File: src/rtl/pattern_sequencer_pkg.sv
// Shared types and width helpers for the pattern sequencer and its step timer.
package pattern_seq_pkg;

   typedef enum logic {
      ST_IDLE = 1'b0,
      ST_RUN  = 1'b1
   } state_t;

   localparam logic MODE_CONT    = 1'b0;
   localparam logic MODE_ONESHOT = 1'b1;

   localparam int DEF_NUM_CH  = 2;
   localparam int DEF_NUM_PAT = 4;
   localparam int DEF_DEPTH   = 12;
   localparam int DEF_DIV_W   = 8;

   // Index width for n entries, never below one bit so single-entry builds stay legal.
   function automatic int idx_w(input int n);
      return (n > 1) ? $clog2(n) : 1;
   endfunction

endpackage

File: src/rtl/pattern_sequencer_step_timer.sv
// Per-step cycle counter: each step lasts div+1 cycles, o_tick marks the last one.
module step_timer
   import pattern_seq_pkg::*;
#(
   parameter int DIV_W = DEF_DIV_W
) (
   input  logic             clk,
   input  logic             rst,
   input  logic             i_load,
   input  logic             i_clear,
   input  logic             i_en,
   input  logic [DIV_W-1:0] i_div,
   output logic             o_tick
);

   logic [DIV_W-1:0] r_div_q;
   logic [DIV_W-1:0] r_cnt;

   assign o_tick = i_en && (r_cnt == r_div_q);

   always_ff @(posedge clk) begin
      if (rst) begin
         r_cnt   <= '0;
         r_div_q <= '0;
      end else if (i_load) begin
         r_cnt   <= '0;
         r_div_q <= i_div;
      end else if (i_clear) begin
         r_cnt <= '0;
      end else if (i_en) begin
         r_cnt <= o_tick ? '0 : r_cnt + DIV_W'(1);
      end
   end

endmodule

File: src/rtl/pattern_sequencer.sv
// Multi-channel pattern sequencer: plays one of NUM_PAT writable step tables on z,
// with programmable length, step duration, one-shot/continuous mode and wrap-time pattern switching.
module pattern_sequencer
   import pattern_seq_pkg::*;
#(
   parameter int                NUM_CH   = DEF_NUM_CH,
   parameter int                NUM_PAT  = DEF_NUM_PAT,
   parameter int                DEPTH    = DEF_DEPTH,
   parameter int                DIV_W    = DEF_DIV_W,
   parameter logic [NUM_CH-1:0] IDLE_VAL = '0
) (
   input  logic                         clk,
   input  logic                         rst,
   input  logic                         start,
   input  logic                         stop,
   input  logic                         mode,
   input  logic [idx_w(NUM_PAT)-1:0]    sel,
   input  logic [idx_w(DEPTH+1)-1:0]    len,
   input  logic [DIV_W-1:0]             div,
   input  logic                         wr_en,
   input  logic [idx_w(NUM_PAT)-1:0]    wr_pat,
   input  logic [idx_w(DEPTH)-1:0]      wr_idx,
   input  logic [NUM_CH-1:0]            wr_data,
   output logic [NUM_CH-1:0]            z,
   output logic                         busy,
   output logic [idx_w(DEPTH)-1:0]      step_idx,
   output logic                         wrap,
   output logic                         done
);

   localparam int SEL_W = idx_w(NUM_PAT);
   localparam int LEN_W = idx_w(DEPTH + 1);
   localparam int IDX_W = idx_w(DEPTH);

   logic [NUM_CH-1:0] r_table [NUM_PAT][DEPTH];

   state_t            r_state, w_state_next;
   logic [SEL_W-1:0]  r_sel_q, w_sel_next, w_fetch_pat;
   logic              r_mode_q;
   logic [IDX_W-1:0]  r_last_q, r_step, w_step_next, w_fetch_idx, w_last;
   logic [LEN_W-1:0]  w_len_eff;
   logic [NUM_CH-1:0] r_z;
   logic              r_wrap, r_done;
   logic              w_go, w_tick, w_end, w_leave, w_run;
   logic              w_fetch, w_idle_z, w_wrap_next, w_done_next;

   assign w_run     = (r_state == ST_RUN);
   assign w_go      = (r_state == ST_IDLE) && start && !stop;
   assign w_len_eff = ((len == '0) || (len > LEN_W'(DEPTH))) ? LEN_W'(DEPTH) : len;
   assign w_last    = IDX_W'(w_len_eff - LEN_W'(1));
   assign w_end     = w_run && w_tick && (r_step == r_last_q);
   assign w_leave   = w_run && (w_state_next == ST_IDLE);

   step_timer #(.DIV_W(DIV_W)) u_step_timer (
      .clk     (clk),
      .rst     (rst),
      .i_load  (w_go),
      .i_clear (w_leave),
      .i_en    (w_run),
      .i_div   (div),
      .o_tick  (w_tick)
   );

   always_ff @(posedge clk) begin
      if (rst) r_state <= ST_IDLE;
      else     r_state <= w_state_next;
   end

   always_comb begin
      w_state_next = r_state;
      case (r_state)
         ST_IDLE: if (w_go) w_state_next = ST_RUN;
         ST_RUN:  if (stop || (w_end && (r_mode_q == MODE_ONESHOT))) w_state_next = ST_IDLE;
         default: w_state_next = ST_IDLE;
      endcase
   end

   // Stop takes priority over the final-step edge, so it never produces done or wrap.
   always_comb begin
      w_step_next = r_step;
      w_sel_next  = r_sel_q;
      w_fetch     = 1'b0;
      w_fetch_pat = r_sel_q;
      w_fetch_idx = r_step;
      w_idle_z    = 1'b0;
      w_wrap_next = 1'b0;
      w_done_next = 1'b0;
      case (r_state)
         ST_IDLE: begin
            if (w_go) begin
               w_step_next = '0;
               w_sel_next  = sel;
               w_fetch     = 1'b1;
               w_fetch_pat = sel;
               w_fetch_idx = '0;
            end
         end
         ST_RUN: begin
            if (stop) begin
               w_idle_z    = 1'b1;
               w_step_next = '0;
            end else if (w_end) begin
               w_step_next = '0;
               if (r_mode_q == MODE_CONT) begin
                  w_sel_next  = sel;
                  w_fetch     = 1'b1;
                  w_fetch_pat = sel;
                  w_fetch_idx = '0;
                  w_wrap_next = 1'b1;
               end else begin
                  w_idle_z    = 1'b1;
                  w_done_next = 1'b1;
               end
            end else if (w_tick) begin
               w_step_next = r_step + IDX_W'(1);
               w_fetch     = 1'b1;
               w_fetch_idx = r_step + IDX_W'(1);
            end
         end
         default: ;
      endcase
   end

   always_ff @(posedge clk) begin
      if (rst) begin
         r_step   <= '0;
         r_sel_q  <= '0;
         r_mode_q <= MODE_CONT;
         r_last_q <= '0;
         r_z      <= IDLE_VAL;
         r_wrap   <= 1'b0;
         r_done   <= 1'b0;
      end else begin
         r_step  <= w_step_next;
         r_sel_q <= w_sel_next;
         r_wrap  <= w_wrap_next;
         r_done  <= w_done_next;
         if (w_go) begin
            r_mode_q <= mode;
            r_last_q <= w_last;
         end
         if (w_fetch)       r_z <= r_table[w_fetch_pat][w_fetch_idx];
         else if (w_idle_z) r_z <= IDLE_VAL;
      end
   end

   // Table is deliberately not reset; a same-edge fetch sees the pre-write contents.
   always_ff @(posedge clk) begin
      if (wr_en && ({1'b0, wr_idx} < (IDX_W+1)'(DEPTH)) && ({1'b0, wr_pat} < (SEL_W+1)'(NUM_PAT)))
         r_table[wr_pat][wr_idx] <= wr_data;
   end

   assign z        = r_z;
   assign busy     = w_run;
   assign step_idx = r_step;
   assign wrap     = r_wrap;
   assign done     = r_done;

endmodule

File: config.mk
export PLATFORM = sky130hd
export DESIGN_NAME = pattern_sequencer
export DESIGN_NICKNAME = d
export VERILOG_FILES = /design/src/rtl/pattern_sequencer_pkg.sv /design/src/rtl/pattern_sequencer_step_timer.sv /design/src/rtl/pattern_sequencer.sv
export SDC_FILE = /design/constraint.sdc
export NUM_CORES = 1
export LEC_CHECK = 0
export ABC_AREA = 0
export CAP_MARGIN = 20
export CORE_ASPECT_RATIO = 0.6
export CORE_MARGIN = 2
export CORE_UTILIZATION = 53
export CTS_CLUSTER_DIAMETER = 200
export CTS_CLUSTER_SIZE = 12
export DETAILED_ROUTE_END_ITERATION = 10
export PLACE_DENSITY_LB_ADDON = 0.15
export SYNTH_ARGS = -nofsm -noshare
export SYNTH_HDL_FRONTEND = slang
export SYNTH_SLANG_ARGS = --single-unit
export TNS_END_PERCENT = 20
File: constraint.sdc
create_clock -name clk -period 3.9 [get_ports clk]
set_clock_uncertainty 0.05 [all_clocks]
set_input_delay 1.17 -clock clk [delete_from_list [all_inputs] [get_ports clk]]
set_output_delay 1.17 -clock clk [all_outputs]
set_load 0.005 [all_outputs]
==> impl_metrics.csv <==
group,metric,value,unit
cells_and_area,syn_to_final_growth,20.5,%
synthesis,ys.flop_type,"edfxtp_1",
synthesis,yosys_register_bits,128,
worst_setup_path,crit-reg2reg-capture,"z[1]",
sta,min_period,3.62,ns
pwr,p_int,2530,µW
clock_tree,cts_buffers,17,
pwr,swShare,0.232,
pwr,peakVddDrop,335,µV
grt,antenna_found_initial,0,
synthesis,synthAdderAreaFrac,0.00643,
cells_and_area,final_cells,702,
placed_design,hpwl,9780,µm
synthesis,synthCells,490,
die,dieArea,11900,µm²
die,pin_count,37,
die,rows,29,
clock_tree,clock_path_buffers,2,
synthesis,synth_area_leaders,"edfxtp_1, dfxtp_1, nor2_1, nand2_1, mux2i_1",
drt,vias,4225,
worst_setup_path,r2r_setup_slack,0.46,ns
die,core,10600,µm²
synthesis,synth_top_area_share,0.494,
synthesis,ys_seq_area_frac,0.604,
drt,wl,14300,µm
clock_tree,clkTransAtPathRegs,0.06,ns
pwr,seqPwrFrac,0.455,
synthesis,synth-xor-area-share,0.0298,
synthesis,synth_top_area_cell,"edfxtp_1",
worst_setup_path,critical_path.top_delay_family,"compound AO/OA/AOI/OAI gates",
cells_and_area,layout-drive-gt1-share,0.139,
sta,worst_pin_slew,0.824,ns
cells_and_area,final_nets,581,
clock_tree,post_cts_resized,0,
synthesis,netlist_area,5830,µm²
grt,grtUsageTotal,0.254,
synthesis,syn_avg_cell_area,11.9,µm²
worst_setup_path,cp_max_fo,21,
synthesis,yosys.area_share.simple,0.157,
synthesis,synth.area.mux_share,0.0894,
worst_setup_path,crit_arrival,3.92,ns
clock_tree,hold_buffers,0,
hold_path,hold_depth,2,
grt,grt-ovfl-total,0,
clock_tree,cts_sinks,128,
worst_setup_path,endpoint_kind,"register",
run_status,outcome,"finished clean",
synthesis,syn_nets,521,
grt,grt_pass1_vias,4161,
die,die_x,139,µm
clock_tree,h-tree-depth,4,
sta,period_share,0.928,
drt,antenna_left,0,
worst_setup_path,crit_type,"primary input to register",
sta,slew_headroom,0.451,
worst_setup_path,crit_chain,"clkdlybuf4s50_1 > inv_2 > nand2_1 > o31ai_4 > mux2_4 > buf_4 > nand2_1 > a221oi_1 > a2111oi_2 > nor4_1 > a31o_1",
cells_and_area,ff_latch_area,3520,µm²
sta,setup_violations,0,
sta,hold_slack,0.427,ns
synthesis,synth_compound_area_frac,0.0894,
synthesis,synth-async-reset-ratio,0,
hold_path,hold_class,"register to register",
placed_design,dp.cells,670,
worst_setup_path,r2r_start,"step_idx[0]",
pwr,cellLeakagePower,0.00243,µW
pwr,p_switching,765,µW
synthesis,yosys.cell_types.count,65,
pwr,comb_power_share,0.091,
grt,grt_max_degree,49,
clock_tree,cts_tree,"done",
cells_and_area,nFillCells,788,
grt,grt_pass1_wl,22700,µm
worst_setup_path,cpMostUsedCell,"nand2_1",
clock_tree,clkLatencyLatePin,0.41,ns
drt,first_iter_violations,466,
clock_tree,cts_setup_buffers,0,
worst_setup_path,rr_worst_depth,11,
sta,rsz0062_at_grt,"false",
worst_setup_path,setup.worst_path.start_class,"primary input",
hold_path,hold_path_startpoint,"u_step_timer.r_div_q[1]",
placed_design,io_buffers,36,
die,initial_utilization,0.549,
sta,fmax,0.276,GHz
worst_setup_path,path_buf_inv,3,
worst_setup_path,max_stage_delay,0.45,ns
drt,drcViolationCount,0,
synthesis,ys.warnings.count,0,
cells_and_area,multi_input_area,2170,µm²
worst_setup_path,required,4.20,ns
drt,wl_per_cell,20.4,µm
synthesis,synth_top_family_by_area,"simple AND/OR/NAND/NOR gates",
hold_path,whs_endpoint,"u_step_timer.r_div_q[1]",
pwr,power_frac_clock,0.455,
synthesis,synth_edf_count,96,
drt,firstDrtPassIters,5,
cells_and_area,final_util,0.661,
sta,hold_violations,0,
worst_setup_path,cpMaxStageDelayCell,"clkdlybuf4s50_1",
sta,finalMaxSlewViolations,0,
clock_tree,root_buffer,"clkbuf_16",
placed_design,gp_congestion,0.894,
die,die_y,85.3,µm
pwr,power.density,468,nW/µm²
drt,vias_per_cell,6.02,
run,drv_cap,0,
cells_and_area,antenna_cells,0,
==> Yosys cell counts (all sizes together), types with 5 or more instances <==
master / number
buf: 11
and2: 5
xor2: 10
nand4: 8
a21oi: 27
clkbuf: 10
edfxtp: 96
inv: 5
nor2: 72
xnor2: 9
mux2i: 27
nand3: 11
nor3: 5
a31oi: 8
dfxtp: 32
nor4: 6
nand2b: 7
o21ai: 11
mux4: 8
nand2: 71
a211oi: 8
==> per-layer routing <==
| metal | wire (µm) | part of all wire | GRT usage |
|---|---|---|---|
| met1 | 6750 | 0.47 | 0.386 |
| met4 | 176 | 0.012 | 0.0698 |
| met3 | 1440 | 0.10 | 0.0649 |
| met2 | 5940 | 0.42 | 0.361 |
| met5 | 0 | 0 | 0 |
==> placed cells by master (no fill, tap or decap), drive strengths merged, types with 23 or more instances in the layout <==
| cell | instances |
|---|---|
| clkbuf | 23 |
| dfxtp | 32 |
| nand2 | 71 |
| edfxtp | 96 |
| nor2 | 72 |
| buf | 26 |
| mux2i | 27 |
| a21oi | 27 |
| clkdlybuf4s50 | 36 |
==> tightest hold or removal path: stages, from the launching register on <==
cell,delay (ns)
dfxtp_1,0.32
nand2_1,0.06
a21oi_1,0.05
==> cell type report <==
cell class | instances | area share
clock buffers | 23 | 0.0728
clock inverters | 9 | 0.00747
inverters | 5 | 0.00267
multi-input cells | 336 | 0.309
flip-flops and latches | 128 | 0.501
well taps | 139 | 0.0247
repair buffers | 62 | 0.0826
==> power groups by stage <==
stage	Sequential, µW	Clock [µW]	Combinational (µW)
floorplan	1520	0	176
global placement	1520	0	285
detailed placement	1520	0	293
CTS	1500	1510	295
global route	1500	1580	323
finish	1500	1500	298
==> registers in the layout, indices dropped and copies added (netlist names) <==
| name | flops |
|---|---|
| wrap | 1 |
| z | 2 |
| u_step_timer.r_cnt | 8 |
| r_mode_q | 1 |
| r_last_q | 4 |
| step_idx | 4 |
| r_sel_q | 2 |
| busy | 1 |
| done | 1 |
| u_step_timer.r_div_q | 8 |
| r_table | 96 |
==> cell families after synthesis <==
group | count (synthesis)
buffers and inverters | 26
AND/OR/NAND/NOR | 200
flip-flops | 128
multiplexers | 39
adder cells (fa/ha/maj) | 3
AO/OA/AOI/OAI | 75
XOR/XNOR | 19
==> worst max path at each step <==
stage | slack, ns | depth (start not counted) | to | startpoint
3_3_place_gp | -0.03 | 11 | z[1] | stop
3_5_place_dp | -0.12 | 11 | z[1] | stop
4_1_cts | 0.29 | 11 | z[1] | stop
2_1_floorplan | 0.51 | 9 | z[0] | stop
5_1_grt | 0.06 | 11 | z[1] | stop
6_report | 0.28 | 11 | z[1] | stop
==> through the flow <==
step,TNS (ns),worst slack [ns],cell area [µm²],total power [µW]
final,0,0.280,7030,3290
after global placement,-0.0316,-0.0316,6470,1810
after CTS,0,0.289,7030,3300
after global routing,0,0.0617,7030,3400
after detailed placement,-0.168,-0.116,6470,1820
after floorplan,0,0.508,5830,1690
(Power assumes the default switching activity.)
